===== config.mk =====
export PLATFORM = sky130hd
export DESIGN_NAME = irs_rr_arb
export DESIGN_NICKNAME = d
export VERILOG_FILES = /design/src/rtl/irs_arb_pkg.sv /design/src/rtl/irs_arb_skid.sv /design/src/rtl/irs_rr_arb.sv
export SDC_FILE = /design/constraint.sdc
export NUM_CORES = 1
export LEC_CHECK = 0
export CAP_MARGIN = 25
export CORE_MARGIN = 2
export CORE_UTILIZATION = 47
export DETAILED_ROUTE_END_ITERATION = 16
export PLACE_DENSITY_LB_ADDON = 0.3
export REMOVE_ABC_BUFFERS = 1
export SYNTH_ARGS = -nofsm -noshare
export SYNTH_HDL_FRONTEND = slang
export SYNTH_SLANG_ARGS = --single-unit

===== constraint.sdc =====
create_clock -name clk -period 10.13 [get_ports clk]
set_input_delay 1.013 -clock clk [delete_from_list [all_inputs] [get_ports clk]]
set_output_delay 1.013 -clock clk [all_outputs]
set_load 0.005 [all_outputs]

===== src/rtl/irs_arb_pkg.sv =====
// Shared helpers for the IRS round-robin arbiter: source-index width and
// rotating-priority pick.
package irs_arb_pkg;

  localparam int RR_MAX_REQ = 64;
  localparam int RR_IDX_W   = 6;

  function automatic int clog2_min1(input int n);
    return (n <= 2) ? 1 : $clog2(n);
  endfunction

  // First set bit of valid scanning ptr, ptr+1, ... wrapping at n; -1 if none.
  function automatic int rr_pick(input logic [RR_MAX_REQ-1:0] valid,
                                 input int ptr, input int n);
    int pick;
    int idx;
    pick = -1;
    for (int i = 0; i < n; i++) begin
      idx = ptr + i;
      if (idx >= n) idx = idx - n;
      if (pick < 0 && valid[idx[RR_IDX_W-1:0]]) pick = idx;
    end
    return pick;
  endfunction

endpackage


===== src/rtl/irs_arb_skid.sv =====
// Two-entry registered output slice: entry0 drives the outputs, entry1 only
// absorbs a beat accepted while entry0 is stalled.
module irs_arb_skid #(
  parameter int DATA_W = 34
) (
  input  logic              clk,
  input  logic              rst,
  input  logic              push_vld,
  input  logic [DATA_W-1:0] push_data,
  output logic              room,
  output logic              out_vld,
  input  logic              out_rdy,
  output logic [DATA_W-1:0] out_data
);

  logic [DATA_W-1:0] ent0_p1;
  logic [DATA_W-1:0] ent1_p1;
  logic              vld0_p1;
  logic              vld1_p1;
  logic              pop;

  assign pop = vld0_p1 & out_rdy;

  // ---- slice control (entry1 is never valid while entry0 is empty)
  always_ff @(posedge clk) begin
    if (rst) begin
      vld0_p1 <= 1'b0;
      vld1_p1 <= 1'b0;
    end else if (!vld0_p1) begin
      vld0_p1 <= push_vld;
    end else if (pop) begin
      if (vld1_p1) vld1_p1 <= 1'b0;
      else         vld0_p1 <= push_vld;
    end else if (push_vld) begin
      vld1_p1 <= 1'b1;
    end
  end

  always_ff @(posedge clk) begin
    if (!vld0_p1 || (pop && !vld1_p1)) begin
      if (push_vld) ent0_p1 <= push_data;
    end else if (pop) begin
      ent0_p1 <= ent1_p1;
    end
    if (vld0_p1 && !pop && push_vld) ent1_p1 <= push_data;
  end

  assign room     = ~vld1_p1;
  assign out_vld  = vld0_p1;
  assign out_data = vld0_p1 ? ent0_p1 : '0;

endmodule


===== src/rtl/irs_rr_arb.sv =====
// N-to-1 round-robin arbiter feeding a registered 2-entry output slice.
// Define IRS_ARB_LOCK_EN to hold the grant on one requester until its last_i beat.
module irs_rr_arb
  import irs_arb_pkg::*;
#(
  parameter  int NUM_REQ = 4,
  parameter  int PYLD_W  = 32,
  localparam int SRC_W   = clog2_min1(NUM_REQ)
) (
  input  logic                      clk,
  input  logic                      rst,
  input  logic [NUM_REQ-1:0]        valid_i,
  output logic [NUM_REQ-1:0]        ready_o,
  input  logic [NUM_REQ*PYLD_W-1:0] payload_i,
  input  logic [NUM_REQ-1:0]        last_i,
  output logic                      valid_o,
  input  logic                      ready_i,
  output logic [PYLD_W-1:0]         payload_o,
  output logic [SRC_W-1:0]          src_o
);

  logic [SRC_W-1:0]  ptr_p0;
  logic [SRC_W-1:0]  ptr_next;
  logic [SRC_W-1:0]  g_idx;
  logic [NUM_REQ-1:0] gnt;
  logic [PYLD_W-1:0] pay_mux;
  logic              room;
  logic              acc;
  int                pick;

`ifdef IRS_ARB_LOCK_EN
  logic              locked_p0;
  logic [SRC_W-1:0]  lock_src_p0;
  logic              g_last;
`else
  logic              unused_last;
  assign unused_last = ^last_i;
`endif

  always_comb begin
    pick  = rr_pick(RR_MAX_REQ'(valid_i), int'(ptr_p0), NUM_REQ);
    gnt   = '0;
    g_idx = '0;
    if (pick >= 0) g_idx = SRC_W'(pick);
    for (int i = 0; i < NUM_REQ; i++) gnt[i] = (pick == i);
`ifdef IRS_ARB_LOCK_EN
    // A locked requester keeps the grant even while it has nothing to send.
    if (locked_p0) begin
      g_idx = lock_src_p0;
      for (int i = 0; i < NUM_REQ; i++) gnt[i] = (lock_src_p0 == SRC_W'(i));
    end
`endif
  end

  always_comb begin
    pay_mux = '0;
`ifdef IRS_ARB_LOCK_EN
    g_last  = 1'b0;
`endif
    for (int i = 0; i < NUM_REQ; i++) begin
      if (g_idx == SRC_W'(i)) begin
        pay_mux = payload_i[i*PYLD_W +: PYLD_W];
`ifdef IRS_ARB_LOCK_EN
        g_last  = last_i[i];
`endif
      end
    end
  end

  assign ready_o  = gnt & {NUM_REQ{room & ~rst}};
  assign acc      = |(valid_i & ready_o);
  assign ptr_next = (g_idx == SRC_W'(NUM_REQ-1)) ? '0 : g_idx + 1'b1;

  // ---- p0: arbitration state, advances only on an accepted beat
  always_ff @(posedge clk) begin
    if (rst) begin
      ptr_p0      <= '0;
`ifdef IRS_ARB_LOCK_EN
      locked_p0   <= 1'b0;
      lock_src_p0 <= '0;
`endif
    end else if (acc) begin
      ptr_p0      <= ptr_next;
`ifdef IRS_ARB_LOCK_EN
      locked_p0   <= ~g_last;
      lock_src_p0 <= g_idx;
`endif
    end
  end

  // ---- p1: registered output slice
  irs_arb_skid #(
    .DATA_W (PYLD_W + SRC_W)
  ) u_skid (
    .clk       (clk),
    .rst       (rst),
    .push_vld  (acc),
    .push_data ({g_idx, pay_mux}),
    .room      (room),
    .out_vld   (valid_o),
    .out_rdy   (ready_i),
    .out_data  ({src_o, payload_o})
  );

endmodule


== After elaboration in Yosys (flattened, before gate mapping) ==
Index checks and enable logic that the tools add are counted.

* Register bits after elaboration: 72
* Output and inout port bits: 39
* Input port bits: 139
* Logic and storage cells: 86

* Eq/ne operators: 7
* Mux-type cells: 31
* Add/sub/neg operators: 8
* Reduce and logical (&&, ||, !) cells: 17
* Bitwise gates (word level): 6
* $lt $le $gt $ge: 12

{| class="wikitable"
|+ Operators by type and width
! cell !! count
|-
| 32-bit 2-to-1 mux || 12
|-
| 34-bit 2-to-1 mux || 4
|-
| 32-bit by 1-bit < comparator with 1-bit output (second input constant) || 3
|-
| 32-bit by 3-bit == test with 1-bit output (second input constant) || 2
|-
| 32-bit by 2-bit == test with 1-bit output (second input constant) || 1
|-
| 32-bit by 1-bit greater-or-equal comparator with 1-bit output (second input constant) || 1
|-
| 32-bit logical NOT || 1
|-
| 6-bit by 7-bit < comparator with 1-bit output (second input constant) || 4
|-
| 1-bit binary-select mux with 6-bit select || 4
|-
| 3-bit by 3-bit subtractor with 4-bit output (second input constant) || 3
|-
| 3-bit greater-or-equal comparator (second input constant) || 3
|-
| 1-bit 2-to-1 mux || 9
|-
| 4-bit bitwise AND || 2
|-
| 2-bit by 2-bit adder with 3-bit output (second input constant) || 2
|-
| 1-bit logical AND || 6
|-
| 2-bit == test (second input constant) || 2
|-
| 2-bit 2-to-1 mux || 2
|-
| 2-bit AND reduction || 2
|-
| 2-bit nonzero test || 2
|-
| 4-bit OR reduction || 1
|-
| 2-bit by 3-bit subtractor with 4-bit output (second input constant) || 1
|-
| 2-bit by 1-bit adder with 3-bit output (second input constant) || 1
|-
| 2-bit by 3-bit greater-or-equal comparator with 1-bit output (second input constant) || 1
|-
| 1-bit logical NOT || 3
|-
| 7 further kinds || 9
|}

== Depth between registers and ports, before layout ==
Gate-level depths: netlist of the first run.

* Depth after elaboration: 23
* Depth in mapped cells: 16
* Mapped depth without buffers: 13

== Cells and area by module ==
Synthesis of the first run repeated with hierarchy kept, for this count alone.

* Cell total of the unflattened synthesis: 424
* Area total of the unflattened synthesis: 4375.4 um2

{| class="wikitable"
|+ Modules (own cells, without submodules)
! module !! cells each !! seq. area each (um2) !! times used !! area an instance (um2)
|-
| irs_arb_skid || 155 || 2082.0 || 1 || 2876.5
|-
| irs_rr_arb || 269 || 40.0 || 1 || 1498.9
|}

== Worst setup path after synthesis of the first run ==
Ideal clock, no wire load.

* Path type: reg-to-reg
* From: register ptr_p0[0]
* To: register u_skid.ent0_p1[0], enable pin
* Arrival: 4285 ps
* Setup slack: 5373 ps
* Clock period less this slack: 4757 ps
* Cell stages (with the launch flop): 9
* Buffers on the path: 1
* Setup time: 472 ps
* Data required time: 9658 ps
* Cells stage by stage: dfxtp_1 -> inv_1 -> ha_1 -> buf_6 -> mux2i_1 -> or3_1 -> o2111ai_1 -> o21ai_1 -> o21ai_0

* Cells in the longest elaborated chain, start to end: 20
* Elaborated cells between the ends (all ways): 42
* Classes of those cells: 7 x add/sub; 7 x order compare; 4 x eq/ne; 16 x mux; 2 x bitwise; 6 x reduce/logical

{| class="wikitable"
|+ Ends and longest elaborated chain
! item !! line !! text
|-
| start, declared || irs_rr_arb.sv:22 || <nowiki>logic [SRC_W-1:0] ptr_p0;</nowiki>
|-
| start signal, assigned || irs_rr_arb.sv:83 || <nowiki>ptr_p0 <= ptr_next;</nowiki>
|-
| 2-bit by 3-bit subtractor with 4-bit output or 2-bit by 3-bit greater-or-equal comparator with 1-bit output (tied branches) || irs_arb_pkg.sv:20 || <nowiki>if (idx >= n) idx = idx - n;</nowiki>
|-
| 32-bit 2-to-1 mux || irs_arb_pkg.sv:20 ||
|-
| 1-bit binary-select mux with 6-bit select || irs_arb_pkg.sv:21 || <nowiki>if (pick < 0 && valid[idx[RR_IDX_W-1:0]]) pick = idx;</nowiki>
|-
| 1-bit 2-to-1 mux (not written as such) || irs_arb_pkg.sv:21 ||
|-
| 32-bit 2-to-1 mux || irs_arb_pkg.sv:21 ||
|-
| 32-bit by 1-bit < comparator with 1-bit output || irs_arb_pkg.sv:21 ||
|-
| 1-bit logical AND || irs_arb_pkg.sv:21 ||
|-
| 32-bit 2-to-1 mux || irs_arb_pkg.sv:21 ||
|-
| [4 not listed] || n/a ||
|-
| 1-bit logical AND || irs_arb_pkg.sv:21 ||
|-
| 32-bit 2-to-1 mux * || irs_arb_pkg.sv:21 ||
|-
| 32-bit by 2-bit == test with 1-bit output, or another cell as far along || irs_rr_arb.sv:45 || <nowiki>for (int i = 0; i < NUM_REQ; i++) gnt[i] = (pick == i);</nowiki>
|-
| 4-bit bitwise AND * || irs_rr_arb.sv:70 || <nowiki>assign ready_o = gnt & {NUM_REQ{room & ~rst}};</nowiki>
|-
| 4-bit bitwise AND * || irs_rr_arb.sv:71 || <nowiki>assign acc = |(valid_i & ready_o);</nowiki>
|-
| 4-bit OR reduction * || irs_rr_arb.sv:71 ||
|-
| 2-bit by 1-bit inequality test with 1-bit output (no line) * || n/a ||
|-
| 2-bit AND reduction (no line) * || n/a ||
|-
| end signal, assigned || irs_arb_skid.sv:41 || <nowiki>if (push_vld) ent0_p1 <= push_data;</nowiki>
|-
| end signal, assigned || irs_arb_skid.sv:43 || <nowiki>ent0_p1 <= ent1_p1;</nowiki>
|-
| end, declared || irs_arb_skid.sv:16 || <nowiki>logic [DATA_W-1:0] ent0_p1;</nowiki>
|}

Mark *: on every way between the ends. The rest lies on a longest branch, timed or not. The select of a mux whose other input is x is not followed.
A chain may end at the register's enable or synchronous reset.

== Final worst setup path of the first run ==
* From: register ptr_p0[0]
* To: output ready_o[3]

* Cells in the longest elaborated chain, start to end: 16
* Elaborated cells between the ends (all ways): 35
* Classes of those cells: 7 x add/sub; 7 x order compare; 1 x eq/ne; 16 x mux; 1 x bitwise; 3 x reduce/logical

{| class="wikitable"
|+ Ends and longest elaborated chain
! item !! line !! text
|-
| 2-bit by 3-bit subtractor with 4-bit output or 2-bit by 3-bit greater-or-equal comparator with 1-bit output (tied branches) || irs_arb_pkg.sv:20 ||
|-
| 32-bit 2-to-1 mux || irs_arb_pkg.sv:20 ||
|-
| 1-bit binary-select mux with 6-bit select || irs_arb_pkg.sv:21 ||
|-
| 1-bit 2-to-1 mux (not written as such) || irs_arb_pkg.sv:21 ||
|-
| 32-bit 2-to-1 mux || irs_arb_pkg.sv:21 ||
|-
| 32-bit by 1-bit < comparator with 1-bit output || irs_arb_pkg.sv:21 ||
|-
| 1-bit logical AND || irs_arb_pkg.sv:21 ||
|-
| 32-bit 2-to-1 mux || irs_arb_pkg.sv:21 ||
|-
| 32-bit by 1-bit < comparator with 1-bit output || irs_arb_pkg.sv:21 ||
|-
| 1-bit logical AND || irs_arb_pkg.sv:21 ||
|-
| 32-bit 2-to-1 mux || irs_arb_pkg.sv:21 ||
|-
| 32-bit by 1-bit < comparator with 1-bit output || irs_arb_pkg.sv:21 ||
|-
| 1-bit logical AND || irs_arb_pkg.sv:21 ||
|-
| 32-bit 2-to-1 mux * || irs_arb_pkg.sv:21 ||
|-
| 32-bit by 3-bit == test with 1-bit output * || irs_rr_arb.sv:45 ||
|-
| 4-bit bitwise AND * || irs_rr_arb.sv:70 ||
|-
| end, declared || irs_rr_arb.sv:13 || <nowiki>output logic [NUM_REQ-1:0] ready_o,</nowiki>
|}

Marks and branches as above.

==> impl_metrics.csv, run 1 <==
group,metric,value,unit
finish,drive_above_1_share,0.118,
sta,clock_skew,0.00983,ns
floorplanning,fp.dieArea,10100,sq um
floorplanning,die_w,101,um
sta,setup_violations,0,
cts,cts_max_level,3,
run_status,status,"completed",
detailed_routing,num_vias,3908,
worst_setup_path,startpoint_type,"flop",
place,hpwlAfterDp,8.13,mm
detailed_routing,wl_per_cell,15.7,um
floorplanning,core-area,9150,sq um
min_path,hold_path_class,"flop to flop",
synthesis,ys_seq_elements,72,
cts,cts_resized,0,
cts,clock_path_buffers,2,
cts,cts.clk_slew.worst_paths,0.07,ns
finish,area.growth.synth_to_final,48.2,%
worst_setup_path,rrSetupSlack,5.38,ns
grt,first_global_vias,3680,
sta,grt_setup_unrepaired,"false",
sta,finalCriticalPeriod,4.77,ns
power_and_ir_drop,vdd_drop_max,193,uV
synthesis,syn_area,4380,sq um
floorplanning,dieHeight,101,um
sta,slew_viol_final,0,
grt,antenna_found_initial,0,
cts,clock_latency,0.33,ns
place,io_buffers,173,
cts,numCtsBuffers,9,
detailed_routing,dr.pass1.iters,4,
floorplanning,initial_core_util,0.479,
detailed_routing,viasPerCell,5.47,
sta,relSlewSlack,0.309,
place,post-place-ws,5.37,ns
place,routabilityCongestion,0.823,
worst_setup_path,end_kind,"output port",
cts,cts_tree,"yes",
detailed_routing,ant_nets,0,
synthesis,synth_flop_cell,"edfxtp_1",
worst_setup_path,critPathKind,"flop to output port",
sta,hold_viol,0,
synthesis,yosysWarnings,0,
finish,final_cell_mix,"clkdlybuf4s50_1, nand2_1, edfxtp_1",
sta,fin_ws,5.36,ns
detailed_routing,drt_wl_total,11.2,mm
finish,antennaDiodeCount,0,
finish,final_common_cell,"clkdlybuf4s50_1",
power_and_ir_drop,power_density,334,nW/um^2
grt,grt_max_degree,65,
worst_setup_path,crit_fanout,18,
worst_setup_path,cp.required,9.12,ns
grt,grt_use_total,0.218,
grt,grt_overflow,0,
synthesis,synth-edff-count,68,
cts,clock-sinks,72,
floorplanning,io_pins,178,
sta,holdWs,0.544,ns
power_and_ir_drop,leakagePower,2.26,nW
finish,layout.nets,746,
synthesis,yosysSeqAreaShare,0.484,
synthesis,synth_cells,441,
sta,clock.fmax,210,MHz
detailed_routing,drc,0,
cts,cts_root_buffer,"clkbuf_8",
synthesis,async_flop_share,0,
synthesis,synth.distinct_cells,42,
synthesis,synth_area_per_cell,9.94,sq um
sta,tightest_slew,1.04,ns
detailed_routing,first_iter_violations,162,
floorplanning,rows,35,
sta,finalCritPeriodShare,0.471,
job,drv_cap,0,
grt,grt_pass1_wl,17.4,mm
cts,cts_hold_buf,0,
cts,post_cts_buffers,0,
worst_setup_path,worstPathArrival,3.75,ns
sta,fin_setup_tns,0,ns
worst paths after layout:
kind / from / depth (start not counted) / to
hold reg to reg: u_skid.ent1_p1[29] / 1 / u_skid.ent0_p1[29]
setup reg to reg: ptr_p0[0] / 13 / u_skid.ent0_p1[20]
setup / recovery: ptr_p0[0] / 8 / ready_o[3]
hold / removal: u_skid.ent1_p1[29] / 1 / u_skid.ent0_p1[29]
registers in the layout, summed over array words and instances (netlist names):
signal	count
u_skid.ent0_p1	34
u_skid.ent1_p1	34
ptr_p0	2
u_skid.out_vld	1
u_skid.vld1_p1	1
cells by family (layout without fill, tap and decap cells):
group | Yosys count | in the layout | share of synthesized area
compound gates | 122 | 122 | 0.156
buf+inv | 39 | 201 | 0.0360
mux | 42 | 42 | 0.109
flops | 72 | 72 | 0.484
simple gates | 157 | 157 | 0.189
fa+ha+maj | 9 | 9 | 0.0257
cell type report:
cell class | instances | area [sq um]
Timing Repair Buffer | 179 | 1830
Clock buffer | 10 | 128
Clock inverter | 6 | 108
Sequential cell | 72 | 2120
Multi-Input combinational cell | 330 | 2140
Inverter | 6 | 22.5
Fill cell | 691 | 2660
Tap cell | 111 | 139
stage by stage:
stage               instance area, sq um  utilization  total power [W]  cells
CTS                                 6470        0.707          0.00217    713
finish                              6490        0.710          0.00217    714
global route                        6490        0.710          0.00236    714
detailed placement                  6240        0.682          0.00191    697
global placement                    6170        0.674          0.00182    694
floorplan                           4250            -          0.00148    408
cell usage after synthesis (all sizes together), types with 3 or more instances:
| library cell | n | share of area |
|---|---|---|
| edfxtp | 68 | 0.47 |
| nand2 | 68 | 0.058 |
| a21oi | 67 | 0.077 |
| o21ai | 37 | 0.042 |
| mux2 | 36 | 0.092 |
| and2 | 34 | 0.049 |
| nand3b | 32 | 0.055 |
| clkbuf | 28 | 0.024 |
| nor2 | 10 | 0.0086 |
| ha | 9 | 0.026 |
| inv | 6 | 0.0051 |
| mux2i | 6 | 0.017 |
| buf | 5 | 0.0069 |
| nor3 | 5 | 0.0069 |
| dfxtp | 4 | 0.018 |
| o22ai | 3 | 0.0057 |
power by group:
group          switching, W  total [W]  internal (W)  leakage, nW
registers         0.0000359   0.000594      0.000558        0.682
clock network      0.000101   0.000264      0.000163        0.118
logic              0.000713    0.00131      0.000601         1.46
total              0.000850    0.00217       0.00132         2.26
worst max-delay path, cell delays in order, from the launching register on:
cell	delay, ns
dfxtp_1	0.70
inv_1	0.32
ha_1	0.55
mux2i_1	0.31
nor3_1	0.13
o41ai_1	0.43
o22ai_1	0.21
nor3_1	0.23
clkdlybuf4s50_1	0.54
metal layers:
metal  GRT usage  routed length (um)
met5           0                   0
met4      0.0790                 212
met3      0.0520                 781
met2       0.394                5850
met1       0.249                4350
(Power assumes the default switching activity.)
==> inputs of run 2 (changes only) <==
--- a/config.mk
+++ b/config.mk
@@ -7,7 +7,7 @@
 export LEC_CHECK = 0
 export CAP_MARGIN = 25
 export CORE_MARGIN = 2
-export CORE_UTILIZATION = 47
+export CORE_UTILIZATION = 40
 export DETAILED_ROUTE_END_ITERATION = 16
 export PLACE_DENSITY_LB_ADDON = 0.3
 export REMOVE_ABC_BUFFERS = 1
==> constraint.sdc (replaced) <==
create_clock -name clk -period 3.9 [get_ports clk]
set_input_delay 0.39 -clock clk [delete_from_list [all_inputs] [get_ports clk]]
set_output_delay 0.39 -clock clk [all_outputs]
set_load 0.005 [all_outputs]
==> run 2 against run 1 <==
Compared with the run above: clock skew rose by 0.0024 ns; design area rose by 0.46%; first-iteration DRC count fell by 12%; sequential power rose to 2.6 times the previous value; sequential cell count did not move; clock power rose by 82%; critical path depth rose by 5; utilization fell by 10 points; via count rose by 0.44%; wire length rose by 4.6%; worst setup slack got worse by 5.0 ns; largest cell class unchanged; highest routed layer unchanged.
==> impl_metrics.csv, run 2 (same netlist as run 1, synthesis figures left out) <==
group,metric,value,unit
run_status,status,"completed",
place,dp_cells,736,
worst_setup_path,worstPathArrival,3.63,ns
sta,finalCriticalPeriod,3.54,ns
cts,clock-sinks,72,
place,routabilityCongestion,0.923,
worst_setup_path,rrSetupSlack,0.36,ns
grt,grt_use_total,0.207,
worst_setup_path,worst_path_max_delay_cell,"ha_2",
worst_setup_path,path_buf_inv,3,
sta,fin_setup_tns,0,ns
power_and_ir_drop,pwr-share-comb,0.641,
floorplanning,initial_core_util,0.408,
finish,multi_input_area,2170,sq um
cts,cts_hold_buf,0,
power_and_ir_drop,swShare,0.409,
worst_setup_path,critPathKind,"flop to flop",
floorplanning,rows,38,
grt,first_global_vias,3997,
sta,relSlewSlack,0.589,
worst_setup_path,crit_chain,"inv_2, ha_2, mux2i_1, nor3_2, o41ai_2, o22ai_1, inv_1, ha_2, buf_4, a21oi_1, a21oi_1, o21ai_0, mux2_2",
floorplanning,dieHeight,109,um
cts,cts_max_level,3,
worst_setup_path,startpoint_type,"flop",
cts,numCtsBuffers,9,
worst_setup_path,end_kind,"flop",
finish,area.growth.synth_to_final,48.8,%
sta,hold_viol,0,
grt,antenna_found_initial,0,
sta,fin_ws,0.355,ns
power_and_ir_drop,vdd_drop_max,426,uV
sta,holdWs,0.545,ns
detailed_routing,ant_nets,0,
sta,clock.fmax,282,MHz
power_and_ir_drop,p_seq_frac,0.273,
sta,tightest_slew,0.615,ns
floorplanning,io_pins,178,
detailed_routing,first_iter_violations,142,
cts,cts_tree,"yes",
detailed_routing,top_layer,"met4",
place,post-place-ws,0.0733,ns
finish,layout.nets,755,
sta,setup_violations,0,
worst_setup_path,crit_family,"compound AO/OA/AOI/OAI gates",
finish,regArea,2120,sq um
detailed_routing,num_vias,3925,
floorplanning,core-area,10700,sq um
finish,final_common_cell,"clkdlybuf4s50_1",
finish,final_cell_mix,"clkdlybuf4s50_1, nand2_1, edfxtp_1",
worst_setup_path,crit_fanout,24,
finish,drive_above_1_share,0.136,
sta,grt_setup_unrepaired,"false",
sta,finalCritPeriodShare,0.909,
detailed_routing,drc,0,
cts,cts_root_buffer,"clkbuf_8",
sta,slew_viol_final,0,
min_path,whs_path_depth,1,
place,hpwlAfterDp,8.56,mm
power_and_ir_drop,net-switching-power,0.00228,W
power_and_ir_drop,power_density,856,nW/um^2
grt,grt_max_degree,53,
detailed_routing,dr.pass1.iters,4,
floorplanning,fp.dieArea,11800,sq um
worst_setup_path,cp.required,3.99,ns
detailed_routing,viasPerCell,5.23,
job,drv_cap,0,
cts,clock_latency,0.33,ns
grt,grt_pass1_wl,18.8,mm
worst_setup_path,slowest_delay,0.44,ns
detailed_routing,met2RoutedLength,5.80,mm
worst_setup_path,reg2regPathDepth,13,
grt,grt_overflow,0,
detailed_routing,drt_wl_total,11.7,mm
place,io_buffers,173,
min_path,hold_path_class,"flop to flop",
detailed_routing,wl_met3,825,um
detailed_routing,m1WireLength,4.86,mm
finish,top_regs,"u_skid.ent0_p1 x34, u_skid.ent1_p1 x34, ptr_p0 x2",
finish,layoutNonFillerInstCount,751,
sta,clock_skew,0.0122,ns
finish,fillCellCount,934,
worst_setup_path,cp_num_cells,13,
power_and_ir_drop,leakagePower,2.27,nW
power_and_ir_drop,pwr-share-clk,0.086,
detailed_routing,wl_per_cell,15.6,um
cts,clock_path_buffers,2,
floorplanning,die_w,109,um
cts,cts.clk_slew.worst_paths,0.08,ns
finish,antennaDiodeCount,0,
power_and_ir_drop,p_int,0.00330,W
run 2: cell types whose count changed in the layout (fill, tap and decap cells not counted), sizes merged:
cell | before | now
bufinv | 3 | 0
buf | 6 | 15
clkbuf | 10 | 11
clkinvlp | 0 | 1
run 2: final timing paths:
check / end / from
max: u_skid.ent0_p1[31] / ptr_p0[1]
min: u_skid.ent0_p1[0] / u_skid.ent1_p1[0]
max reg2reg: u_skid.ent0_p1[31] / ptr_p0[1]
min reg2reg: u_skid.ent0_p1[0] / u_skid.ent1_p1[0]
run 2: power groups by stage:
| stage | Combinational (W) | Sequential [W] | Clock (W) |
|---|---|---|---|
| after detailed placement | 0.00353 | 0.00154 | 0 |
| after global placement | 0.00341 | 0.00153 | 0 |
| after CTS | 0.00355 | 0.00153 | 0.000495 |
| after floorplan | 0.00230 | 0.00154 | 0 |
| final | 0.00358 | 0.00152 | 0.000481 |
| after global routing | 0.00401 | 0.00155 | 0.000530 |
run 2: metrics by stage:
step	util	total power [W]	cell area (sq um)
final	0.607	0.00558	6520
after global placement	0.590	0.00494	6340
after detailed placement	0.590	0.00508	6340
after floorplan	-	0.00383	4250
after CTS	0.605	0.00557	6500
after global routing	0.607	0.00609	6520
run 2: layout make-up:
cell class / count / share of cell area
inverters: 6 / 0.00345
repair buffers: 188 / 0.288
well taps: 140 / 0.0269
clock buffers: 11 / 0.0201
flip-flops and latches: 72 / 0.325
multi-input cells: 330 / 0.332
clock inverters: 4 / 0.00345
run 2: metal layers:
metal	vias up	track usage
li1	1922	-
met1	1850	0.249
met2	137	0.350
met3	16	0.0616
met4	0	0.0788
met5	-	0
run 2: timing repair:
action,CTS,global route
buffers inserted,0,0
setup endpoints to repair,0,65
resized for setup,0,6
